## src/rtl/dmem_arbiter.sv

```systemverilog
// Data-memory port arbiter: shares one memory port between the pipeline MEM
// stage and a debug/loader port, with DBG anti-starvation and a busy timeout.
module dmem_arbiter #(
  parameter int DATA_WIDTH    = 64,
  parameter int ADDR_WIDTH    = 64,
  parameter int MAX_CPU_BURST = 4,
  parameter int TIMEOUT       = 16
) (
  input  logic                  clk,
  input  logic                  reset,
  input  logic                  MemRead_M,
  input  logic                  MemWrite_M,
  input  logic [ADDR_WIDTH-1:0] cpu_addr,
  input  logic [DATA_WIDTH-1:0] cpu_wdata,
  output logic [DATA_WIDTH-1:0] cpu_rdata,
  output logic                  mem_stall,
  input  logic                  dbg_req,
  input  logic                  dbg_we,
  input  logic [ADDR_WIDTH-1:0] dbg_addr,
  input  logic [DATA_WIDTH-1:0] dbg_wdata,
  output logic                  dbg_done,
  output logic [DATA_WIDTH-1:0] dbg_rdata,
  output logic                  mem_req,
  output logic                  mem_we,
  output logic [ADDR_WIDTH-1:0] mem_addr,
  output logic [DATA_WIDTH-1:0] mem_wdata,
  input  logic [DATA_WIDTH-1:0] mem_rdata,
  input  logic                  mem_ready,
  output logic                  bus_err
);

  localparam logic [1:0] IDLE     = 2'd0;
  localparam logic [1:0] CPU_BUSY = 2'd1;
  localparam logic [1:0] DBG_BUSY = 2'd2;

  localparam int SC_W = $clog2(MAX_CPU_BURST + 1);
  localparam int TC_W = $clog2(TIMEOUT + 1);
  localparam logic [SC_W-1:0] STARVE_MAX = SC_W'(MAX_CPU_BURST);
  localparam logic [TC_W-1:0] TMO_LAST   = TC_W'(TIMEOUT - 1);

  logic [1:0]            state_q, state_d;
  logic [SC_W-1:0]       starve_cnt_q, starve_cnt_d;
  logic [TC_W-1:0]       tmo_cnt_q, tmo_cnt_d;
  logic                  mem_req_q, mem_req_d;
  logic                  mem_we_q, mem_we_d;
  logic [ADDR_WIDTH-1:0] mem_addr_q, mem_addr_d;
  logic [DATA_WIDTH-1:0] mem_wdata_q, mem_wdata_d;
  logic                  dbg_done_q, dbg_done_d;
  logic [DATA_WIDTH-1:0] dbg_rdata_q, dbg_rdata_d;
  logic                  bus_err_q, bus_err_d;

  logic cpu_req;
  logic busy;
  logic timeout;
  logic access_end;

  // Memory handshake: mem_req is held with stable addr/we/wdata for the whole
  // busy state; a cycle where mem_ready is sampled high ends the access.
  assign cpu_req    = MemRead_M | MemWrite_M;
  assign busy       = (state_q != IDLE);
  assign timeout    = busy & (tmo_cnt_q == TMO_LAST) & ~mem_ready;
  assign access_end = busy & (mem_ready | timeout);

  always_comb begin
    state_d      = state_q;
    starve_cnt_d = starve_cnt_q;
    tmo_cnt_d    = tmo_cnt_q;
    mem_req_d    = mem_req_q;
    mem_we_d     = mem_we_q;
    mem_addr_d   = mem_addr_q;
    mem_wdata_d  = mem_wdata_q;
    dbg_done_d   = 1'b0;
    dbg_rdata_d  = dbg_rdata_q;
    bus_err_d    = bus_err_q;

    case (state_q)
      IDLE: begin
        tmo_cnt_d = '0;
        if (dbg_req && (!cpu_req || starve_cnt_q == STARVE_MAX)) begin
          state_d      = DBG_BUSY;
          mem_req_d    = 1'b1;
          mem_we_d     = dbg_we;
          mem_addr_d   = dbg_addr;
          mem_wdata_d  = dbg_wdata;
          starve_cnt_d = '0;
        end else if (cpu_req) begin
          state_d     = CPU_BUSY;
          mem_req_d   = 1'b1;
          mem_we_d    = MemWrite_M;
          mem_addr_d  = cpu_addr;
          mem_wdata_d = cpu_wdata;
          if (dbg_req && starve_cnt_q != STARVE_MAX) begin
            starve_cnt_d = starve_cnt_q + 1'b1;
          end
        end
      end
      CPU_BUSY, DBG_BUSY: begin
        if (access_end) begin
          state_d   = IDLE;
          mem_req_d = 1'b0;
          tmo_cnt_d = '0;
          if (timeout) begin
            bus_err_d = 1'b1;
          end
          // An aborted DBG read still completes, returning zero data.
          if (state_q == DBG_BUSY) begin
            dbg_done_d = 1'b1;
            if (!mem_we_q) begin
              dbg_rdata_d = mem_ready ? mem_rdata : '0;
            end
          end
        end else begin
          tmo_cnt_d = tmo_cnt_q + 1'b1;
        end
      end
      default: begin
        state_d   = IDLE;
        mem_req_d = 1'b0;
        tmo_cnt_d = '0;
      end
    endcase

    if (!dbg_req) begin
      starve_cnt_d = '0;
    end
  end

  always_ff @(posedge clk) begin
    if (reset) begin
      state_q      <= IDLE;
      starve_cnt_q <= '0;
      tmo_cnt_q    <= '0;
      mem_req_q    <= 1'b0;
      mem_we_q     <= 1'b0;
      mem_addr_q   <= '0;
      mem_wdata_q  <= '0;
      dbg_done_q   <= 1'b0;
      dbg_rdata_q  <= '0;
      bus_err_q    <= 1'b0;
    end else begin
      state_q      <= state_d;
      starve_cnt_q <= starve_cnt_d;
      tmo_cnt_q    <= tmo_cnt_d;
      mem_req_q    <= mem_req_d;
      mem_we_q     <= mem_we_d;
      mem_addr_q   <= mem_addr_d;
      mem_wdata_q  <= mem_wdata_d;
      dbg_done_q   <= dbg_done_d;
      dbg_rdata_q  <= dbg_rdata_d;
      bus_err_q    <= bus_err_d;
    end
  end

  assign mem_stall = cpu_req & ~((state_q == CPU_BUSY) & access_end);
  assign cpu_rdata = ((state_q == CPU_BUSY) && mem_ready) ? mem_rdata : '0;

  assign mem_req   = mem_req_q;
  assign mem_we    = mem_we_q;
  assign mem_addr  = mem_addr_q;
  assign mem_wdata = mem_wdata_q;
  assign dbg_done  = dbg_done_q;
  assign dbg_rdata = dbg_rdata_q;
  assign bus_err   = bus_err_q;

endmodule

```

## config.mk

```make
export PLATFORM = sky130hd
export DESIGN_NAME = dmem_arbiter
export DESIGN_NICKNAME = d
export VERILOG_FILES = /design/src/rtl/dmem_arbiter.sv
export SDC_FILE = /design/constraint.sdc
export NUM_CORES = 1
export LEC_CHECK = 0
export ABC_CLOCK_PERIOD_IN_PS = 2500
export CORE_AREA = 2 2 229 231
export DETAILED_ROUTE_END_ITERATION = 12
export DIE_AREA = 0 0 231 233
export PLACE_DENSITY = 0.52
export SKIP_CTS_REPAIR_TIMING = 1
export SYNTH_ARGS = -nofsm -noshare
export SYNTH_HDL_FRONTEND = slang
export SYNTH_SLANG_ARGS = --single-unit
```

## constraint.sdc

```tcl
create_clock -name clk -period 2.5 [get_ports clk]
set_input_delay 0.625 -clock clk [delete_from_list [all_inputs] [get_ports clk]]
set_output_delay 0.625 -clock clk [all_outputs]
set_load 0.1 [all_outputs]
```

==> results of run 1 <==
-- worst paths after layout --
kind                            cells past startpoint             to
worst max-delay path                                7      mem_stall
worst max register to register                      7     state_q[1]
worst min-delay path                                3  dbg_rdata[53]
worst min register to register                      1   tmo_cnt_q[0]
-- layout by cell type (no fill, tap or decap), types with 2 or more instances in the layout --
cell type / count
a21oi_1: 66
a311oi_1: 29
a311oi_2: 100
and3_1: 2
and3_2: 63
and3_4: 2
buf_12: 87
buf_4: 247
bufinv_16: 2
clkbuf_1: 6
clkbuf_16: 29
clkbuf_8: 11
clkdlybuf4s50_1: 323
clkinv_2: 3
dfxtp_1: 205
diode_2: 4
ha_1: 4
ha_4: 3
inv_1: 6
inv_2: 2
nand2_1: 4
nand2b_1: 3
nand3_1: 131
nand4b_1: 64
nor2_1: 39
nor2_4: 100
nor2b_1: 3
o21ai_0: 193
o32ai_1: 2
-- report_power, final --
group	total, W	switching [W]	leakage, nW	internal [W]
combinational	0.00883	0.00614	4.89	0.00269
sequential	0.00419	0.000445	1.70	0.00375
clock	0.00403	0.00156	0.452	0.00248
-- worst register-to-register path, stage by stage (launching register included) --
cell and delay, ps:
dfxtp_2 340, ha_4 160, and3_4 150, ha_4 160
o21bai_4 120, buf_4 540, a32oi_1 200, o32ai_1 270
-- flip-flops by register name (all words and copies together) (netlist names) --
signal,cells
mem_req,1
tmo_cnt_q,5
mem_addr,64
dbg_rdata,64
mem_wdata,64
bus_err,1
mem_we,1
starve_cnt_q,3
state_q,2
dbg_done,1
-- cell type report --
class / instances / area [um^2]
Fill cell: 5164 / 31800
Timing Repair Buffer: 660 / 6890
Multi-Input combinational cell: 825 / 6450
Sequential cell: 206 / 4130
Tap cell: 680 / 851
Clock buffer: 43 / 836
Clock inverter: 6 / 86.3
Inverter: 9 / 35.0
Antenna cell: 4 / 10.0
-- per-layer routing --
metal  vias to the layer above  global-route usage
met5                         -                   0
met4                         4              0.0609
met3                        79              0.0466
met2                       445               0.284
met1                      5641               0.204
li1                       5554                   -
-- cells by family (layout without fill, tap and decap cells) --
group	after synthesis	in the layout	synth area share
AO/OA/AOI/OAI	400	400	0.280
AND/OR/NAND/NOR	415	415	0.265
flip-flops	206	206	0.365
XOR/XNOR	2	2	0.00155
adder cells (fa/ha/maj)	8	8	0.00887
other	0	4	0
buffers and inverters	167	718	0.0791
-- metrics by stage --
stage	instances	instance area, um^2	util	total power [W]
after floorplan	1198	11400	-	0.0107
after global placement	2377	18200	0.357	0.0129
after detailed placement	2377	18200	0.357	0.0130
after CTS	2426	19200	0.375	0.0171
after global routing	2433	19300	0.377	0.0177
final	2433	19300	0.377	0.0171
==> results.cfg, run 1 <==
[clocking]
clock_latency_ps = 560
ctsRootBufferMaster = clkbuf_16
clock_sinks = 206
htreeDepth = 1
cts_max_path_buffers = 3
numCtsBuffers = 27
cts.clk_slew.worst_paths_ps = 60
cts_tree = done

[route]
ant_nets = 0
wl_per_cell_um = 20.0
m1WireLength_um = 20100
wl_met2_um = 23300
drt-total-wl_um = 48700
dr.max_layer_used = met5
vias = 11700
drc = 0
drt_iter0_drc = 610
first_pass_iters = 5
vias_per_cell = 4.82
dr_wl_met3_um = 3740

[synth]
ys_dominant_reg_cell = dfxtp_1
synth_area_per_cell_um2 = 9.42
yosys.cell_types.count = 35
syn_inst = 1198
synth_edf_count = 0
yosys_warnings = 0
yosysSeqAreaShare = 0.365
synth_area_um2 = 11300
ys_top_cells_by_area = dfxtp_1 37%, a311oi_2 13%, nor2_4 10%
synth_nets = 1533
ys_ff_latch = 206
yosysMostFrequentCell = dfxtp_1
netlist_top_cells_count = 206 x dfxtp_1, 193 x o21ai_0, 131 x nand3_1, 104 x clkbuf_1
yosys.area.top_type = dfxtp_1
synth.top_cell.area_share = 0.365
synthArstFlopShare = 0

[worst_setup_path]
critPathSlowestCell = dfxtp_2
cp-end-kind = output port
worstPathMaxFanout = 3
slowest_delay_ps = 340
worstReg2RegStart = tmo_cnt_q[0]
path_class = reg2out
cp.buffers_inverters = 2
path_cells = ha_4 -> and3_4 -> ha_4 -> o21bai_4 -> inv_2 -> a21oi_4 -> buf_12
cp-start-kind = register
critPathLaunch = tmo_cnt_q[0]
cpMostUsedCell = ha_4
cpLargestDelayFamily = flip-flops
worstPathArrival_ps = 1890
reg2reg_slack_ps = 480
cp.required_ps = 1880

[global_route]
grt_max_degree = 114
grt_pass1_wl_um = 71900
gr-total-overflow = 0
grt_pass1_vias = 11900
grt_antenna_before_repair = 7
grt.total_usage = 0.168

[place]
hpwl_um = 34900
io_buffer_count = 587
dp_slack_ps = -38.3
gp_congestion = 0.836

[timing]
fmax_mhz = 397
finalSetupTns_ps = -16.9
finalWorstSetupSlack_ps = -16.9
rsz0062_at_grt = true
worst_slew_pin_slew_ps = 659
drv_slew = 0
fin_crit_ps = 2520
setup_viol = 1
timing.slew.headroom = 0.561
finClkSkew_ps = 15.6
holdWs_ps = 437
fin_crit_sh = 1.01
final_hold_viol_count = 0

[finish]
area_delta_synth_final_pct = 70.9
nets = 2064
drive_gt1_frac = 0.377

[status]
status = finished, violations left
violations = setup timing

[die]
rows = 83
dieArea_um2 = 53800
start_util = 0.221
core_area_um2 = 51100
die_height_um = 233
pin_count = 588
die_x_um = 231

[power]
cellLeakagePower_nw = 7.04
power_density_nw_per_um2 = 884
max-vdd-ir-drop_uv = 467

[run]
maxCapViolCount = 0

[worst_hold_path]
min_path_type = in2reg
hp-start = mem_ready
Note: power is estimated with default switching activity, not from simulation.
==> run 2, diff against run 1 <==
PLACE_DENSITY = 0.61   (was 0.52)
SLEW_MARGIN = 10   (was default)
==> results.cfg, run 2 (synthesized netlist as in run 1, its figures left out) <==
[worst_setup_path]
slowest_delay_ps = 630
path_cells = clkdlybuf4s50_1 -> nor2_1 -> buf_4 -> a21oi_4 -> buf_12
worstPathArrival_ps = 1900
worstReg2RegStart = tmo_cnt_q[0]
critPathLaunch = MemWrite_M
cp-end-kind = output port
path_class = in2out
worstPathMaxFanout = 6
cp-start-kind = input pin
cp.required_ps = 1880
critPathSlowestCell = clkdlybuf4s50_1

[global_route]
grt_pass1_wl_um = 68900
grt_pass1_vias = 11700
grt_antenna_before_repair = 2
gr-total-overflow = 0
grt_max_degree = 97
grt.total_usage = 0.161

[clocking]
ctsRootBufferMaster = clkbuf_16
htreeDepth = 1
cts_tree = done
clock_sinks = 206
cts_max_path_buffers = 3
clock_latency_ps = 540
cts.clk_slew.worst_paths_ps = 60
numCtsBuffers = 26

[die]
pin_count = 588
rows = 83
dieArea_um2 = 53800
start_util = 0.221
die_height_um = 233
core_area_um2 = 51100
die_x_um = 231

[finish]
fin_util = 0.376
drive_gt1_frac = 0.377
nets = 2061
finalNonFillerCells = 2425
area_delta_synth_final_pct = 70.1
antenna_cells = 0
fin_area_um2 = 19200
final_cell_mix = 323 x clkdlybuf4s50_1, 246 x buf_4, 204 x dfxtp_1
final_common_cell = clkdlybuf4s50_1

[place]
gp_congestion = 0.895
place_inst = 2376
io_buffer_count = 587
dpl-instance-area_um2 = 18200
hpwl_um = 35000
dp_slack_ps = -22.8

[timing]
holdWs_ps = 438
fin_crit_ps = 2520
timing.slew.headroom = 0.570
worst_slew_pin_slew_ps = 645
rsz0062_at_grt = true
fin_crit_sh = 1.01
setup_viol = 1
finClkSkew_ps = 7.43
fmax_mhz = 396
final_hold_viol_count = 0
drv_slew = 0
finalWorstSetupSlack_ps = -23.5

[route]
drc = 0
first_pass_iters = 5
vias_per_cell = 4.87
drt-total-wl_um = 47000
wl_per_cell_um = 19.4
ant_nets = 0
drt_iter0_drc = 524
vias = 11800

[worst_hold_path]
hp-start = tmo_cnt_q[0]
min_path_type = reg2reg

[status]
violations = setup timing
status = finished, violations left

[power]
cellLeakagePower_nw = 7.00
max-vdd-ir-drop_uv = 561
power_density_nw_per_um2 = 871

[run]
maxCapViolCount = 0
==> run 2: cell count changes in the layout (fill, tap and decap cells not counted), sizes merged <==
| cell | delta |
|---|---|
| clkbuf | -4 |
| diode | -4 |
| clkinv | +3 |
| buf | -1 |
| bufinv | -1 |
| inv | -1 |
==> run 2: area by class of cell <==
type                       instances  area, um^2
clock inverter                     7        66.3
inverter                           9        35.0
tap                              680         851
clock buffer                      40         795
sequential                       206        4130
timing repair buffer             658        6860
fill                            5091       31900
multi-input combinational        825        6460
==> run 2: routing by layer <==
layer,global-route usage,part of all wire
met3,0.0419,0.082
met2,0.294,0.50
met1,0.183,0.39
met4,0.0506,0.028
met5,0,0.00049
==> run 2: worst paths after layout <==
path | to | slack, ps | cells past startpoint
max | mem_stall | -20 | 5
min | tmo_cnt_q[0] | 440 | 1
max reg2reg | state_q[0] | 490 | 7
min reg2reg | tmo_cnt_q[0] | 440 | 1
==> run 2: worst max-delay path, delay by kind of cell <==
kind,cells,cell delay [ps]
and+or+nand+nor,1,140
AOI/OAI and AO/OA,1,130
buffers and inverters,3,990
==> run 2: through the flow <==
step	total power [W]	setup TNS (ps)
after global placement	0.0129	-15.5
after detailed placement	0.0130	-45.9
after global routing	0.0173	-91.4
after CTS	0.0168	-772
final	0.0167	-23.5
after floorplan	0.0107	0
==> run 2: report_power, final <==
part	internal [W]	total [W]	switching [W]
Sequential	0.00375	0.00421	0.000458
Combinational	0.00264	0.00873	0.00609
Clock	0.00228	0.00377	0.00150
==> run 3, diff against run 2 <==
ABC_CLOCK_PERIOD_IN_PS = 2400   (was 2500)
clock period = 2.4 ns   (was 2.5 ns; I/O delays follow)
==> results.cfg, run 3 (synthesized netlist as in run 1, its figures left out) <==
[worst_setup_path]
critPathLaunch = tmo_cnt_q[1]
cp-end-kind = output port
cp.buffers_inverters = 2
worstReg2RegStart = tmo_cnt_q[1]
slowest_delay_ps = 330
crit_cells = 7
reg2reg_depth = 7
endpoint = mem_stall
rr_endpoint = state_q[1]
cp-start-kind = register
path_cells = ha_4 -> and3_4 -> ha_4 -> o21bai_4 -> inv_2 -> a21oi_4 -> buf_12
worstPathMaxFanout = 2
cpMostUsedCell = ha_4
cp.required_ps = 1800
worstPathArrival_ps = 1890
reg2reg_slack_ps = 370
critPathSlowestCell = dfxtp_2
path_class = reg2out
cpLargestDelayFamily = flip-flops

[place]
io_buffer_count = 587
gp_congestion = 0.883
hpwl_um = 34300
dpl-instance-area_um2 = 18200
dp_slack_ps = -77.8

[finish]
multi_input_area_um2 = 6680
fin_area_um2 = 19500
area_delta_synth_final_pct = 73.1
nets = 2067
final_common_cell = clkdlybuf4s50_1
drive_gt1_frac = 0.376
final_cell_mix = 323 x clkdlybuf4s50_1, 243 x buf_4, 203 x dfxtp_1
antenna_cells = 0
fillers = 5125
regArea_um2 = 4130

[power]
power_density_nw_per_um2 = 896
cellLeakagePower_nw = 6.97
max-vdd-ir-drop_uv = 520

[global_route]
grt_pass1_wl_um = 69100
grt_pass1_vias = 11700
gr-total-overflow = 0
grt_antenna_before_repair = 1
grt_max_degree = 90
grt.total_usage = 0.162

[clocking]
htreeDepth = 1
numCtsBuffers = 26
ctsRootBufferMaster = clkbuf_16
cts.clk_slew.worst_paths_ps = 60
cts_max_path_buffers = 3
clock_sinks = 206
clock_latency_ps = 540
cts_tree = done

[die]
start_util = 0.221
die_x_um = 231
die_height_um = 233
dieArea_um2 = 53800
rows = 83
pin_count = 588
core_area_um2 = 51100

[route]
ant_nets = 0
vias = 11800
drt_iter0_drc = 471
first_pass_iters = 5
wl_per_cell_um = 19.7
vias_per_cell = 4.86
drt-total-wl_um = 47900
drc = 0

[timing]
finClkSkew_ps = 10.9
fmax_mhz = 402
drv_slew = 0
rsz0062_at_grt = true
fin_crit_sh = 1.04
fin_crit_ps = 2490
final_hold_viol_count = 0
worst_slew_pin_slew_ps = 655
setup_viol = 60
timing.slew.headroom = 0.563
holdWs_ps = 472
finalWorstSetupSlack_ps = -88.3

[status]
violations = setup timing
status = finished, violations left

[run]
maxCapViolCount = 0

[worst_hold_path]
min_path_type = reg2reg
==> run 3: how the worst min path moves through the flow <==
stage	start	endpoint	cells past startpoint
2_1_floorplan	tmo_cnt_q[0]	tmo_cnt_q[0]	1
3_3_place_gp	tmo_cnt_q[0]	tmo_cnt_q[0]	1
3_5_place_dp	tmo_cnt_q[0]	tmo_cnt_q[0]	1
4_1_cts	tmo_cnt_q[0]	tmo_cnt_q[0]	1
5_1_grt	reset	mem_addr[45]	2
6_report	dbg_rdata[7]	dbg_rdata[7]	2
==> run 3: layer usage <==
metal | wire, um | GRT usage | vias up
li1 | - | - | 5550
met1 | 18800 | 0.190 | 5688
met2 | 24000 | 0.290 | 510
met3 | 3770 | 0.0390 | 71
met4 | 1320 | 0.0518 | 2
met5 | 13 | 0 | -
==> run 3: stage by stage <==
step                utilization  instances  setup TNS (ps)  total power (W)
detailed placement        0.356       2370           -2260           0.0134
CTS                       0.372       2417           -6020           0.0173
floorplan                     -       1198           -71.6           0.0111
global route              0.382       2431           -5070           0.0182
finish                    0.382       2431           -1840           0.0175
global placement          0.356       2370           -96.5           0.0134
==> run 3: layout make-up <==
cell class	instances	area share
clock inverter	4	0.00115
inverter	9	0.00192
tap	680	0.0435
multi-input combinational	825	0.342
sequential	206	0.211
timing repair buffer	664	0.360
clock buffer	43	0.0402
==> run 3: tightest hold or removal path: cells and delay by family (launching register included) <==
| kind | cells | cell delay [ps] |
|---|---|---|
| AO/OA/AOI/OAI | 2 | 120 |
| flip-flops | 1 | 300 |
==> run 3: where the power goes <==
group          leakage [nW]  internal [W]  switching, W
logic                  4.88       0.00294       0.00643
registers              1.70       0.00390      0.000482
clock network         0.394       0.00221       0.00155
total                  6.97       0.00906       0.00846
